**src/rtl/ycrcb_pkg.sv**
```systemverilog
// ycrcb_pkg: shared definitions for the YCrCb <-> RGB colour-space stages.
//   - Q8 coefficients for the inverse (display-side) and forward (camera-side)
//     transforms
//   - chroma offset and fixed-point fraction width
//   - pixel_t : packed {y, cr, cb} triple
//   - sat_u8  : clamp a signed integer-part value to an unsigned 8-bit pixel
package ycrcb_pkg;

  localparam int FRAC_BITS     = 8;
  localparam int CHROMA_OFFSET = 128;

  // Datapath widths: 9-bit signed chroma delta x 10-bit signed coefficient,
  // and the Q8 accumulator that holds (Y<<8) plus/minus the products.
  localparam int DELTA_W = 9;
  localparam int COEF_W  = 10;
  localparam int PROD_W  = 19;
  localparam int SUM_W   = 21;
  localparam int INT_W   = SUM_W - FRAC_BITS;

  // Inverse transform, Q8 (x256).
  localparam logic signed [COEF_W-1:0] K_R_CR = 10'sd359;  // 1.403
  localparam logic signed [COEF_W-1:0] K_G_CB = 10'sd88;   // 0.344
  localparam logic signed [COEF_W-1:0] K_G_CR = 10'sd183;  // 0.714
  localparam logic signed [COEF_W-1:0] K_B_CB = 10'sd454;  // 1.773

  // Forward transform used by the camera-side stage, Q8, kept here so both
  // directions share one source of truth.
  localparam logic signed [COEF_W-1:0] K_Y_R  = 10'sd77;   // 0.299
  localparam logic signed [COEF_W-1:0] K_Y_G  = 10'sd150;  // 0.587
  localparam logic signed [COEF_W-1:0] K_Y_B  = 10'sd29;   // 0.114
  localparam logic signed [COEF_W-1:0] K_CR_F = 10'sd183;  // 0.713 * (R-Y)
  localparam logic signed [COEF_W-1:0] K_CB_F = 10'sd144;  // 0.564 * (B-Y)

  // Half an LSB of the integer result, added before the shift so that the
  // arithmetic shift rounds half-up instead of truncating toward -inf.
  localparam logic signed [SUM_W-1:0] ROUND_HALF = 21'sd128;

  typedef struct packed {
    logic [7:0] y;
    logic [7:0] cr;
    logic [7:0] cb;
  } pixel_t;

  function automatic logic [7:0] sat_u8(input logic signed [INT_W-1:0] v);
    logic [7:0] res;
    if (v < 0) begin
      res = 8'd0;
    end else if (v > 13'sd255) begin
      res = 8'd255;
    end else begin
      res = v[7:0];
    end
    return res;
  endfunction

endpackage

```
**src/rtl/ycrcb_to_rgb_sat_round_u8.sv**
```systemverilog
// sat_round_u8: converts one Q8 channel accumulator to an 8-bit pixel.
//   i_sum : signed Q8 sum (Y<<8 plus/minus chroma products), SUM_W bits
//   o_pix : round-half-up, arithmetic shift by FRAC_BITS, clamped to 0..255
module sat_round_u8
  import ycrcb_pkg::*;
(
  input  logic signed [SUM_W-1:0] i_sum,
  output logic        [7:0]       o_pix
);

  logic signed [SUM_W-1:0] w_rounded;

  // Headroom: |sum| stays below 2^17, so adding the half-LSB cannot wrap.
  assign w_rounded = i_sum + ROUND_HALF;

  // Taking the upper bits of a signed value is an arithmetic shift right.
  assign o_pix = sat_u8($signed(w_rounded[SUM_W-1:FRAC_BITS]));

endmodule

```
**src/rtl/ycrcb_to_rgb.sv**
```systemverilog
// ycrcb_to_rgb: three-stage pipelined YCrCb -> 8-bit RGB converter with
// valid/ready on both sides and a sideband that travels with each pixel.
//   clk, rst                        : clock, synchronous active-high reset
//   in_valid/in_ready               : input handshake (in_ready has no path
//                                     from in_valid)
//   in_y, in_cr, in_cb, in_user     : input pixel (chroma offset 128) + sideband
//   out_valid/out_ready             : output handshake
//   out_r, out_g, out_b, out_user   : output pixel + sideband, held while stalled
// Stages: S1 registers Y/dCr/dCb, S2 registers the four products, S3 sums,
// rounds and saturates into the output registers. Each stage has its own
// valid bit and advances whenever its downstream slot is empty or moving,
// so bubbles collapse under backpressure.
module ycrcb_to_rgb
  import ycrcb_pkg::*;
#(
  parameter int USER_W = 2
) (
  input  logic              clk,
  input  logic              rst,
  input  logic              in_valid,
  output logic              in_ready,
  input  logic [7:0]        in_y,
  input  logic [7:0]        in_cr,
  input  logic [7:0]        in_cb,
  input  logic [USER_W-1:0] in_user,
  output logic              out_valid,
  input  logic              out_ready,
  output logic [7:0]        out_r,
  output logic [7:0]        out_g,
  output logic [7:0]        out_b,
  output logic [USER_W-1:0] out_user
);

  // Stage valid bits.
  logic r_v1, r_v2, r_v3;

  // S1 data.
  pixel_t                    r_pix1;
  logic signed [DELTA_W-1:0] r_dcr1, r_dcb1;
  logic [USER_W-1:0]         r_user1;

  // S2 data.
  logic signed [PROD_W-1:0]  r_p_r_cr2, r_p_g_cb2, r_p_g_cr2, r_p_b_cb2;
  logic [7:0]                r_y2;
  logic [USER_W-1:0]         r_user2;

  // Stage enables: a stage may load when it is empty or its content leaves.
  logic w_en1, w_en2, w_en3;

  assign w_en3    = !r_v3 || out_ready;
  assign w_en2    = !r_v2 || w_en3;
  assign w_en1    = !r_v1 || w_en2;
  assign in_ready = w_en1;
  assign out_valid = r_v3;

  // Chroma deltas: range -128..127 fits the 9-bit signed result.
  logic signed [DELTA_W-1:0] w_dcr, w_dcb;
  assign w_dcr = $signed({1'b0, in_cr}) - 9'sd128;
  assign w_dcb = $signed({1'b0, in_cb}) - 9'sd128;

  // Products, operands sign-extended to the product width first.
  logic signed [PROD_W-1:0] w_p_r_cr, w_p_g_cb, w_p_g_cr, w_p_b_cb;
  assign w_p_r_cr = PROD_W'(r_dcr1) * PROD_W'(K_R_CR);
  assign w_p_g_cb = PROD_W'(r_dcb1) * PROD_W'(K_G_CB);
  assign w_p_g_cr = PROD_W'(r_dcr1) * PROD_W'(K_G_CR);
  assign w_p_b_cb = PROD_W'(r_dcb1) * PROD_W'(K_B_CB);

  // S3 accumulators in Q8.
  logic signed [SUM_W-1:0] w_y_q8, w_sum_r, w_sum_g, w_sum_b;
  assign w_y_q8  = $signed({{(SUM_W-16){1'b0}}, r_y2, 8'd0});
  assign w_sum_r = w_y_q8 + SUM_W'(r_p_r_cr2);
  assign w_sum_g = w_y_q8 - SUM_W'(r_p_g_cb2) - SUM_W'(r_p_g_cr2);
  assign w_sum_b = w_y_q8 + SUM_W'(r_p_b_cb2);

  logic [7:0] w_r, w_g, w_b;

  sat_round_u8 u_sat_r (.i_sum(w_sum_r), .o_pix(w_r));
  sat_round_u8 u_sat_g (.i_sum(w_sum_g), .o_pix(w_g));
  sat_round_u8 u_sat_b (.i_sum(w_sum_b), .o_pix(w_b));

  // Control and output registers: these are observable, so they are reset.
  // NOTE: state registers use non-blocking (<=) so every stage samples the
  // pre-edge value of its upstream neighbour; blocking here would let a
  // pixel fall through several stages in one clock.
  always_ff @(posedge clk) begin
    if (rst) begin
      r_v1     <= 1'b0;
      r_v2     <= 1'b0;
      r_v3     <= 1'b0;
      out_r    <= 8'd0;
      out_g    <= 8'd0;
      out_b    <= 8'd0;
      out_user <= '0;
    end else begin
      if (w_en1) r_v1 <= in_valid;
      if (w_en2) r_v2 <= r_v1;
      if (w_en3) r_v3 <= r_v2;
      // Only load a real pixel, so idle outputs keep their last value.
      if (w_en3 && r_v2) begin
        out_r    <= w_r;
        out_g    <= w_g;
        out_b    <= w_b;
        out_user <= r_user2;
      end
    end
  end

  // Pipeline data registers.
  // NOTE: no reset on S1/S2 data -- their content is only ever consumed
  // when the matching valid bit is set, and the valid bits are reset.
  always_ff @(posedge clk) begin
    if (w_en1 && in_valid) begin
      r_pix1  <= '{y: in_y, cr: in_cr, cb: in_cb};
      r_dcr1  <= w_dcr;
      r_dcb1  <= w_dcb;
      r_user1 <= in_user;
    end
    if (w_en2 && r_v1) begin
      r_p_r_cr2 <= w_p_r_cr;
      r_p_g_cb2 <= w_p_g_cb;
      r_p_g_cr2 <= w_p_g_cr;
      r_p_b_cb2 <= w_p_b_cb;
      r_y2      <= r_pix1.y;
      r_user2   <= r_user1;
    end
  end

endmodule
```
**config.mk**
```make
export PLATFORM = sky130hd
export DESIGN_NAME = ycrcb_to_rgb
export DESIGN_NICKNAME = d
export VERILOG_FILES = /design/src/rtl/ycrcb_pkg.sv /design/src/rtl/ycrcb_to_rgb_sat_round_u8.sv /design/src/rtl/ycrcb_to_rgb.sv
export SDC_FILE = /design/constraint.sdc
export NUM_CORES = 1
export LEC_CHECK = 0
export ABC_CLOCK_PERIOD_IN_PS = 9100
export CAP_MARGIN = 20
export CORE_MARGIN = 2
export CORE_UTILIZATION = 40
export DETAILED_ROUTE_END_ITERATION = 7
export GPL_ROUTABILITY_DRIVEN = 1
export GPL_TIMING_DRIVEN = 0
export HOLD_SLACK_MARGIN = 0.05
export PLACE_DENSITY = 0.61
export REMOVE_ABC_BUFFERS = 1
export SLEW_MARGIN = 10
export SYNTH_ARGS = -nofsm -noshare
export SYNTH_HDL_FRONTEND = slang
export SYNTH_HIERARCHICAL = 1
export SYNTH_SLANG_ARGS = --single-unit
```
**constraint.sdc**
```tcl
create_clock -name clk -period 9.1 [get_ports clk]
set_input_delay 1.82 -clock clk [delete_from_list [all_inputs] [get_ports clk]]
set_output_delay 1.82 -clock clk [all_outputs]
set_load 0.02 [all_outputs]
```
==> impl_metrics.py <==
metrics = {
    "status": {
        "outcome": "complete, no violations",
    },
    "timing": {
        "fin_skew_ps": 10.87,
        "fmax_mhz": 186.0,
        "slew_headroom_pct": 33.69,
        "rsz0062_at_grt": "no",
        "max_slew.worst_pin.slew_ps": 991.5,
        "setup_viol": 0,
        "period_share_pct": 59.10,
        "timing.hold.ws_ps": 418.3,
        "finalMaxSlewViolations": 0,
        "fin_crit_ps": 5378,
        "hold_violations": 0,
    },
    "place": {
        "place.gp.congestion": 0.8350,
        "numPortBuffers": 57,
        "hpwl_um": 18460,
        "placed_cell_area_um2": 12970,
        "dp.cells": 1622,
    },
    "power_and_ir_drop": {
        "power.leakage_uw": 0.006084,
        "power_frac_comb_pct": 65.2,
        "clkPwrFrac_pct": 15.5,
        "net-switching-power_uw": 2002,
        "power.internal_uw": 2405,
        "power_density_nw_per_um2": 324.8,
        "ir_drop_uv": 161.2,
        "p_seq_share_pct": 19.2,
        "switching_share_pct": 45.43,
        "p_total_uw": 4407,
    },
    "critical_path": {
        "crit_path_end_kind": "flop",
        "crit_path_cell_trace": "inv_1 -> ha_1 -> ha_1 -> fa_1 -> fa_1 -> fa_1 -> ha_1 -> nand3_1 -> o211ai_1 -> o41ai_2 -> nand2b_1 -> o21ai_1 -> a21oi_1 -> xnor2_1",
        "worstSetupPathType": "flop to flop",
        "r2r-end": "r_p_r_cr2[18]$_DFFE_PP_",
        "rr_worst_depth": 14,
        "worstPathArrival_ps": 5510,
        "cpPeakStageDelay_ps": 880,
        "crit_required_ps": 9230,
        "startpoint_type": "flop",
        "timing.rr.start": "r_dcr1[7]$_DFFE_PP_",
        "r2r_slack_ps": 3720,
        "slowest_stage": "edfxtp_1",
        "crit_fanout": 18,
    },
    "finish": {
        "drive_above_1_share_pct": 6.092,
        "layout_commonest_cell": "inv_1",
        "fin_cells": 1654,
        "syn_to_final_growth_pct": 14.40,
        "fin_nets": 1546,
        "diodes": 0,
        "fillers": 2760,
        "design_area_um2": 13570,
        "final_cell_mix": "inv_1, ha_1, nand2_1",
    },
    "synth": {
        "ys.warnings.count": 6,
        "syn_avg_cell_area_um2": 9.982,
        "syn-instance-count": 1188,
        "synth.cell_area_um2": 11860,
    },
    "floorplan": {
        "fp-row-count": 63,
        "fp.dieH_um": 176.2,
        "initial_core_util_pct": 40.33,
        "core_um2": 29400,
        "die_x_um": 176.2,
        "die_area_um2": 31040,
        "ios": 58,
    },
    "drt": {
        "drt_iter0_drc": 311,
        "dr.pass1.iters": 5,
        "drtAntennaViolNets": 0,
        "drc": 0,
        "top_layer_used": "met4",
        "vias": 8182,
        "post_drt_wl_per_cell_um": 13.76,
        "vias_per_cell": 4.947,
        "wirelength_met1_um": 11450,
        "wl_met3_um": 578,
        "wl_met2_um": 10400,
        "totalWireLength_um": 22750,
    },
    "global_routing": {
        "grt_usage_pct": 15.67,
        "grt_overflow": 0,
        "grt_start_max_net_pins": 30,
        "grt_first_pass_wirelength_um": 39180,
        "antenna_found_initial": 0,
        "grt_pass1_vias": 8245,
    },
    "flow_run": {
        "cap_violations": 0,
    },
    "clock_network": {
        "htreeDepth": 4,
        "post_cts_buffers": 0,
        "tritoncts": "yes",
        "clk_latency_ps": 420,
        "cts_resized": 0,
        "clkTransAtPathRegs_ps": 60,
        "cts.sinks": 121,
        "cts-root-buf": "clkbuf_16",
        "holdBufCountCts": 0,
        "clock_path_buffers": 2,
        "cts_buffers": 17,
    },
    "min_path": {
        "hp-start": "r_user1[1]$_DFFE_PP_",
        "hp-class": "flop to flop",
        "holdPathEnd": "r_user2[1]$_DFFE_PP_",
        "min_path_cells": 0,
    },
}
-- power groups by stage --
stage               Combinational [uW]  Clock, uW  Sequential [uW]
floorplan                         2290          0              849
global placement                  2800          0              864
detailed placement                2860          0              860
CTS                               2880        705              849
global route                      3260        729              860
finish                            2880        684              848
-- state kept, by name, indices dropped and copies added (netlist names), 11 cells and up --
| register | count |
|---|---|
| r_p_g_cb2 | 11 |
| r_p_g_cr2 | 16 |
| r_p_r_cr2 | 14 |
| r_p_b_cb2 | 15 |
-- per-layer routing --
metal | vias to the layer above | global-route usage, %
met3 | 23 | 2.692
met1 | 3834 | 20.91
met5 | - | 0
li1 | 4220 | -
met2 | 105 | 26.24
met4 | 0 | 4.304
-- metrics by stage --
| step | setup slack (ps) | TNS (ps) | util, % |
|---|---|---|---|
| 6_report | 3722 | 0 | 46.14 |
| 5_1_grt | 3331 | 0 | 46.14 |
| 4_1_cts | 3690 | 0 | 46.14 |
| 3_5_place_dp | 3698 | 0 | 44.13 |
| 3_3_place_gp | -841.3 | -55210 | 43.70 |
| 2_1_floorplan | 1783 | 0 | - |
-- cell type report --
cell class                      count  area, um^2  area share [%]
Multi-Input combinational cell    850        7725           56.94
Sequential cell                   121        3343           24.64
Inverter                          200       750.7           5.534
Timing Repair Buffer               61       668.1           4.925
Tap cell                          390       488.0           3.597
Clock buffer                       17       425.4           3.136
Clock inverter                     15       166.4           1.227
-- critical path: cells and delay by family, from the launching register on --
kind	cells	cell delay (ps)
AOI/OAI and AO/OA	4	780
xor gates and xnor gates	1	140
adders and majority gates	6	2650
buffers and inverters	1	360
DFF	1	880
and+or+nand+nor	2	260
-- worst max-delay path by stage --
stage                               to  slack, ps                start  cells after the start
6_report       r_p_r_cr2[18]$_DFFE_PP_       3720  r_dcr1[7]$_DFFE_PP_                     14
5_1_grt        r_p_r_cr2[18]$_DFFE_PP_       3330  r_dcr1[7]$_DFFE_PP_                     14
4_1_cts        r_p_r_cr2[18]$_DFFE_PP_       3690  r_dcr1[7]$_DFFE_PP_                     14
3_5_place_dp   r_p_r_cr2[18]$_DFFE_PP_       3700  r_dcr1[7]$_DFFE_PP_                     14
3_3_place_gp    r_p_g_cr2[3]$_DFFE_PP_       -840            out_ready                      3
2_1_floorplan  r_p_b_cb2[10]$_DFFE_PP_       1780            out_ready                      2
No activity file was read; power rests on OpenSTA's default activity.
